<file path="config.mk">
export PLATFORM = sky130hd
export DESIGN_NAME = wishbone_ctl_mc
export DESIGN_NICKNAME = d
export VERILOG_FILES = /design/src/rtl/wishbone_ctl_mc.sv
export SDC_FILE = /design/constraint.sdc
export NUM_CORES = 1
export LEC_CHECK = 0
export CORE_MARGIN = 3
export CORE_UTILIZATION = 30
export CTS_BUF_LIST = sky130_fd_sc_hd__clkbuf_4 sky130_fd_sc_hd__clkbuf_8
export DETAILED_ROUTE_END_ITERATION = 6
export PLACE_DENSITY = 0.71
export SYNTH_ARGS = -nofsm -noshare
export SYNTH_HDL_FRONTEND = slang
export SYNTH_SLANG_ARGS = --single-unit
</file>
<file path="constraint.sdc">
create_clock -name wb_clk_i -period 3.12 [get_ports wb_clk_i]
set_input_delay 0.312 -clock wb_clk_i [delete_from_list [all_inputs] [get_ports wb_clk_i]]
set_output_delay 0.312 -clock wb_clk_i [all_outputs]
set_load 0.05 [all_outputs]
</file>
<file path="src/rtl/wishbone_ctl_mc.sv">
// wishbone_ctl_mc: multi-channel Wishbone slave controller.
// Decodes a classic Wishbone request into one of NUM_CH downstream req/ready
// channels. It answers with a one-cycle ack on completion, or with a one-cycle
// err on an address miss or a downstream timeout.
module wishbone_ctl_mc #(
  parameter int          DATA_W    = 32,
  parameter int          NUM_CH    = 4,
  parameter logic [31:0] BASE_ADDR = 32'h3000_0000,
  parameter int          ADDR_LSB  = 2,
  parameter int          TIMEOUT   = 15
) (
  input  logic                     wb_clk_i,
  input  logic                     wb_rst_i,
  input  logic                     wbs_stb_i,
  input  logic                     wbs_cyc_i,
  input  logic                     wbs_we_i,
  input  logic [DATA_W/8-1:0]      wbs_sel_i,
  input  logic [DATA_W-1:0]        wbs_dat_i,
  input  logic [31:0]              wbs_adr_i,
  output logic                     wbs_ack_o,
  output logic                     wbs_err_o,
  output logic [DATA_W-1:0]        wbs_dat_o,
  output logic [NUM_CH-1:0]        ch_req_o,
  output logic                     ch_we_o,
  output logic [DATA_W/8-1:0]      ch_sel_o,
  output logic [DATA_W-1:0]        ch_wdata_o,
  input  logic [NUM_CH-1:0]        ch_ready_i,
  input  logic [NUM_CH*DATA_W-1:0] ch_rdata_i
);

  localparam int CH_W    = (NUM_CH > 1) ? $clog2(NUM_CH) : 1;
  localparam int TAG_LSB = ADDR_LSB + CH_W;
  localparam int CNT_W   = (TIMEOUT > 1) ? $clog2(TIMEOUT) : 1;
  localparam int SEL_W   = DATA_W / 8;

  typedef enum logic [1:0] {
    IDLE = 2'd0,
    REQ  = 2'd1,
    RESP = 2'd2
  } state_t;

  state_t state;
  state_t state_next;

  logic [CNT_W-1:0]  cnt;
  logic [CNT_W-1:0]  cnt_next;
  logic [NUM_CH-1:0] req_next;
  logic              ack_next;
  logic              err_next;
  logic [DATA_W-1:0] dat_next;
  logic              we_next;
  logic [SEL_W-1:0]  sel_next;
  logic [DATA_W-1:0] wdata_next;

  // Address decode of the incoming request.
  logic              req;
  logic              hit;
  logic [CH_W-1:0]   adr_ch;
  logic [NUM_CH-1:0] adr_onehot;

  // Word-offset bits take no part in the decode.
  logic unused_adr_bits;
  assign unused_adr_bits = ^wbs_adr_i[ADDR_LSB-1:0];

  assign req    = wbs_stb_i & wbs_cyc_i;
  assign adr_ch = wbs_adr_i[ADDR_LSB +: CH_W];
  assign hit    = (wbs_adr_i[31:TAG_LSB] == BASE_ADDR[31:TAG_LSB]) &&
                  ({1'b0, adr_ch} < (CH_W + 1)'(NUM_CH));

  // The registered one-hot request selects the active channel. It is zero
  // outside REQ, so ready or data from any other channel, or ready arriving
  // in any other state, cannot complete the transfer.
  logic              ready_hit;
  logic [DATA_W-1:0] rdata_masked [NUM_CH];
  logic [DATA_W-1:0] rdata_sel;

  assign ready_hit = |(ch_ready_i & ch_req_o);

  for (genvar gi = 0; gi < NUM_CH; gi++) begin : g_ch
    assign adr_onehot[gi]   = (adr_ch == CH_W'(gi));
    assign rdata_masked[gi] = ch_req_o[gi] ? ch_rdata_i[gi*DATA_W +: DATA_W] : '0;
  end

  // OR-combine the masked read data; at most one channel contributes.
  always_comb begin
    rdata_sel = '0;
    for (int k = 0; k < NUM_CH; k++) begin
      rdata_sel = rdata_sel | rdata_masked[k];
    end
  end

  // Next-state and next-output logic of the transfer FSM.
  always_comb begin
    state_next = state;
    cnt_next   = cnt;
    req_next   = '0;
    ack_next   = 1'b0;
    err_next   = 1'b0;
    dat_next   = wbs_dat_o;
    we_next    = ch_we_o;
    sel_next   = ch_sel_o;
    wdata_next = ch_wdata_o;
    case (state)
      IDLE: begin
        if (req) begin
          if (hit) begin
            state_next = REQ;
            req_next   = adr_onehot;
            we_next    = wbs_we_i;
            sel_next   = wbs_sel_i;
            wdata_next = wbs_dat_i;
            cnt_next   = '0;
          end else begin
            state_next = RESP;
            err_next   = 1'b1;
          end
        end
      end
      REQ: begin
        if (!wbs_cyc_i) begin
          // Master abort: drop the channel request silently.
          state_next = IDLE;
        end else if (ready_hit) begin
          // Ready wins over a timeout that falls in the same cycle.
          state_next = RESP;
          ack_next   = 1'b1;
          if (!ch_we_o) begin
            dat_next = rdata_sel;
          end
        end else if ((TIMEOUT > 0) && (cnt == CNT_W'(TIMEOUT - 1))) begin
          state_next = RESP;
          err_next   = 1'b1;
          if (!ch_we_o) begin
            dat_next = '0;
          end
        end else begin
          req_next = ch_req_o;
          cnt_next = cnt + CNT_W'(1);
        end
      end
      RESP: begin
        state_next = IDLE;
      end
      default: begin
        state_next = IDLE;
      end
    endcase
  end

  // FSM state register.
  always_ff @(posedge wb_clk_i or posedge wb_rst_i) begin
    if (wb_rst_i) begin
      state <= IDLE;
    end else begin
      state <= state_next;
    end
  end

  // Registered outputs, latched channel fields and the timeout counter.
  always_ff @(posedge wb_clk_i or posedge wb_rst_i) begin
    if (wb_rst_i) begin
      cnt        <= '0;
      ch_req_o   <= '0;
      wbs_ack_o  <= 1'b0;
      wbs_err_o  <= 1'b0;
      wbs_dat_o  <= '0;
      ch_we_o    <= 1'b0;
      ch_sel_o   <= '0;
      ch_wdata_o <= '0;
    end else begin
      cnt        <= cnt_next;
      ch_req_o   <= req_next;
      wbs_ack_o  <= ack_next;
      wbs_err_o  <= err_next;
      wbs_dat_o  <= dat_next;
      ch_we_o    <= we_next;
      ch_sel_o   <= sel_next;
      ch_wdata_o <= wdata_next;
    end
  end

endmodule

</file>
# After elaboration in Yosys (flattened, before gate mapping)

Index checks and enable logic that the tools add are counted.

Eq/ne operators: 14
Order comparisons: 0
Reductions and logical operators: 9
Multiplexer cells: 35
Bitwise gates (word level): 5
Divide/modulo/power cells: 0
$mul: 0
Add/sub/neg operators: 1
Shift operators: 0

Operators with widths:

| cell                                                   | number |
|---|---|
| 2-to-1 mux 32 bit                                      | 8 |
| bitwise OR 32 bit                                      | 3 |
| 2-to-1 mux 4 bit                                       | 10 |
| equality test 28 x 26 -> 1 bit (second input constant) | 1 |
| case mux 4 bit (2 select lines)                        | 2 |
| != test 2 bit (second input constant)                  | 7 |
| 2-to-1 mux 2 bit                                       | 5 |
| 2-to-1 mux 1 bit                                       | 8 |
| AND reduction 6 bit                                    | 1 |
| AND reduction 5 bit                                    | 1 |
| adder 4 x 1 -> 4 bit (second input constant)           | 1 |
| bitwise AND 4 bit                                      | 1 |
| equality test 2 x 1 -> 1 bit (second input constant)   | 2 |
| equality test 2 bit (second input constant)            | 2 |
| equality test 4 bit (second input constant)            | 1 |
| logical NOT 2 bit                                      | 2 |
| != test 4 bit (second input constant)                  | 1 |
| case mux 2 bit (2 select lines)                        | 1 |
| nonzero test 2 bit                                     | 2 |
| OR reduction 4 bit                                     | 1 |
| AND reduction 3 bit                                    | 1 |
| case mux 1 bit (2 select lines)                        | 1 |
| AND reduction 2 bit                                    | 1 |
| bitwise AND 1 bit                                      | 1 |

Bits in latches: 0
Memories: 0
ROM bits: 0
Logic and storage cells: 73
Bits of input ports: 205
Register bits after elaboration: 81
Memory bits (writable): 0

# Longest topological paths before layout

Depth after elaboration: 6
Mapped depth: 8
Mapped depth without buffers: 6

# Least setup slack after synthesis

No wires, ideal clock.

Path type: reg-to-reg
From: register ch_req_o[0]
To: register wbs_dat_o[10]
Buffers on the path: 3
Slack: 1.094 ns
Arrival time: 1.930 ns
Cell stages (with the launch flop): 7
Cells stage by stage: dfrtp_1 > clkbuf_1 > a22oi_1 > a311o_1 > clkbuf_1 > clkbuf_1 > o31ai_1

Longest elaborated chain between the ends: 6

Ends and longest elaborated chain:

| element                        | RTL line | RTL |
|---|---|---|
| from (decl)                    | 23       | `output logic [NUM_CH-1:0] ch_req_o,` |
| from (signal assigned)         | 172      | `ch_req_o <= req_next;` |
| 2-to-1 mux 32 bit              | 81       | `assign rdata_masked[gi] = ch_req_o[gi] ? ch_rdata_i[gi*DATA_W +: DATA_W] : '0;` |
| bitwise OR 32 bit (3 in a row) | 88       | `rdata_sel = rdata_sel \| rdata_masked[k];` |
| 2-to-1 mux 32 bit              | 127      | `if (!ch_we_o) begin` |
| 2-to-1 mux 32 bit              | 123      | `end else if (ready_hit) begin` |
| to (signal assigned)           | 175      | `wbs_dat_o <= dat_next;` |
| to (decl)                      | 22       | `output logic [DATA_W-1:0] wbs_dat_o,` |

Several ways; a longest one is shown, not always the timed one. The select of a mux whose other input is x is not followed.
A chain may end at the register's enable or synchronous reset.

# Worst setup path after layout

From: register ch_req_o[2]
To: output ch_req_o[2]

No word-level cell between the ends.

==> results.yml <==
run_status:
  status: "finished, final reports clean"
clock_network:
  cts_num_sinks: 81
  clock-root-buffer: "clkbuf_8"
  cts-hold-fix-buffers: 0
  cts_setup_buffers: 0
  cts_resized: 0
  clockBufferDepth: 2
  htreeDepth: 3
  cts_made_buffers: 9
  cts_tree: "built"
  clk_latency_ps: 360
  cts.clk_slew.worst_paths_ps: 90
timing:
  fin_ws_ps: 799
  relSlewSlack_pct: 22.6
  finalHoldViolCount: 0
  finalSetupViolCount: 0
  slew_violations: 0
  finalCritPeriodShare_pct: 74.4
  tightest_slew_ps: 1160
  setup-tns-final_ps: 0
  min_period_ps: 2320
  rsz0062_at_grt: "false"
  finClkSkew_ps: 7.95
  clock.fmax_mhz: 431
grt:
  grt_start_max_net_pins: 65
  grt_pass1_wl_mm: 22.3
  antenna_found_initial: 0
  grt_pass1_vias: 4216
  gr-usage-all-layers_pct: 19.8
  grt.overflow.total: 0
pwr:
  pwr-share-seq_pct: 46.9
  internal_power_w: 0.00178
  p_per_area_nw_per_um2: 318
  leakage_nw: 2.85
  switchingPower_w: 0.000465
  clockPowerShare_pct: 39.8
  pwr-share-comb_pct: 13.3
  fin_total_pwr_w: 0.00224
  swShare_pct: 20.7
  ir_drop_mv: 0.308
routing:
  ant_nets: 0
  detail_route.wl_per_cell_um: 18.9
  vias_per_cell: 5.06
  drt_first_pass_iters: 4
  wl_mm: 14.5
  drc_errors: 0
  drt-initial-drc-count: 197
  num_vias: 3893
flow_run:
  cap_violations: 0
cells_and_area:
  drive_gt1_share_pct: 11.0
  nets: 803
  fin_util_pct: 57.0
  antenna_cells: 0
  syn_to_final_growth_pct: 81.0
  nFillCells: 1107
logic_synthesis:
  yosys.area.top_type: "dfrtp_1"
  ys_top_cells_by_area: "dfrtp_1, mux2_2, a221oi_1"
  avgSynthCellArea_um2: 11.7
  synth_cells: 332
  syn_nets: 539
  synth_cell_type_count: 33
  ys_seq_area_share_pct: 52.1
  syn_area_um2: 3890
  yosys_warnings: 0
  synth_top_area_share_pct: 52.1
  ys_ff_latch: 81
critical_path:
  path_cells: "buf_4, clkdlybuf4s50_1"
  r2r_setup_slack_ps: 950
  cp.required_ps: 2810
  crit_type: "register to output pin"
  worst-path-max-fanout: 34
  slowest_stage: "clkdlybuf4s50_1"
  reg2reg_to: "wbs_dat_o[25]"
  crit_path_end_kind: "output pin"
  r2r_start: "cnt[0]"
  worst_setup_path_start_kind: "register"
  max_stage_delay_ps: 900
  reg2reg_depth: 6
  arrival_ps: 2010
floorplanning:
  die_w_um: 120
  fp.dieH_um: 120
  rows: 40
  ios: 280
  dieArea_um2: 14400
  coreArea_um2: 12400
  start_util_pct: 31.5
placement:
  post-place-ws_ps: 508
  hpwl_mm: 11.2
  globalplace.congestion: 0.835
  port-buffer-count: 277
min_path:
  hp-class: "input port to asynchronous set/reset pin"
==> worst max-delay path, delay by kind of cell, from the launching register on <==
family / cells / cell delay (ps)
buffers and inverters: 2 / 1290
DFF: 1 / 360
==> kinds of logic (layout without fill, tap and decap cells) <==
kind of cell             after synthesis  count (layout)  synth area share [%]
AO/OA/AOI/OAI                        110             110                  23.4
adder cells (fa/ha/maj)                2               2                 0.643
buffers and inverters                 36             305                  4.27
flip-flops                            81              81                  52.1
multiplexers                          37              37                  10.7
AND/OR/NAND/NOR                       66              66                  8.97
==> cells in the final DEF, fill, tap and decap left out, drive strengths merged <==
cell and count:
a22o 32, mux2 37, nand3b 1, o22ai 2
o211ai 1, bufinv 2, clkinv 2, or2 1
a22oi 2, clkinvlp 1, a32o 4, and3b 1
clkdlybuf4s50 277, and2 1, o2bb2ai 1, nor2 3
buf 8, clkbuf 11, nand2 38, nand4bb 1
nor3 1, nand3 4, o21ai 3, nor4 8
inv 4, nor2b 2, or3 1, a311o 1
o31ai 32, a221oi 32, nand4 2, nand4b 1
ha 2, dfrtp 81, and4 1
==> power by group through the flow <==
stage | clock network, W | registers [W] | logic, W
floorplan | 0 | 0.00107 | 0.0000237
global placement | 0 | 0.00107 | 0.000293
detailed placement | 0 | 0.00107 | 0.000299
CTS | 0.000923 | 0.00105 | 0.000301
global route | 0.000964 | 0.00105 | 0.000316
finish | 0.000893 | 0.00105 | 0.000298
==> worst max-delay path by stage <==
stage / start / endpoint / slack (ps) / depth (start not counted)
2_1_floorplan: wb_rst_i / ch_req_o[0] / 730 / 1
3_3_place_gp: wbs_adr_i[7] / ch_wdata_o[12] / 580 / 6
3_5_place_dp: wbs_adr_i[7] / ch_wdata_o[13] / 510 / 6
4_1_cts: ch_req_o[2] / ch_req_o[2] / 780 / 2
5_1_grt: cnt[0] / wbs_dat_o[20] / 670 / 6
6_report: ch_req_o[2] / ch_req_o[2] / 800 / 2
==> sequential cells by signal (all words and copies together), names as in the netlist <==
name        flops
ch_req_o        4
ch_sel_o        4
ch_wdata_o     32
ch_we_o         1
cnt             4
state           2
wbs_ack_o       1
wbs_dat_o      32
wbs_err_o       1
==> metrics by stage <==
step	instance area [um2]	instances	hold WS [ps]
2_1_floorplan	3890	332	464
3_3_place_gp	6810	753	461
3_5_place_dp	6810	753	465
4_1_cts	7050	769	379
5_1_grt	7050	769	427
6_report	7050	769	377
==> synthesized netlist by cell type (all sizes together) <==
cell type and instances:
dfrtp 81, nand2 38, mux2 37, a221oi 32, a22o 32, o31ai 32
clkbuf 27, nor4 8, buf 5, a32o 4, inv 4, nand3 4
nor2 3, o21ai 3, a22oi 2, ha 2, nand4 2, nor2b 2
o22ai 2, a311o 1, and2 1, and3b 1, and4 1, nand3b 1
nand4b 1, nand4bb 1, nor3 1, o211ai 1, o2bb2ai 1, or2 1
or3 1
==> layer usage <==
metal	wire, um	vias up	track usage (%)
li1	-	1828	-
met1	5400	1886	21.8
met2	7800	168	36.9
met3	1230	11	7.07
met4	92	0	3.36
met5	0	-	0
==> layout make-up <==
class / count / area (um2) / share of cell area, %
multi-input cells: 215 / 1700 / 24.1
repair buffers: 285 / 2860 / 40.5
flip-flops and latches: 81 / 2030 / 28.8
clock buffers: 11 / 151 / 2.15
inverters: 4 / 16.3 / 0.231
clock inverters: 5 / 85.1 / 1.21
well taps: 168 / 210 / 2.98
(Power assumes the default switching activity.)
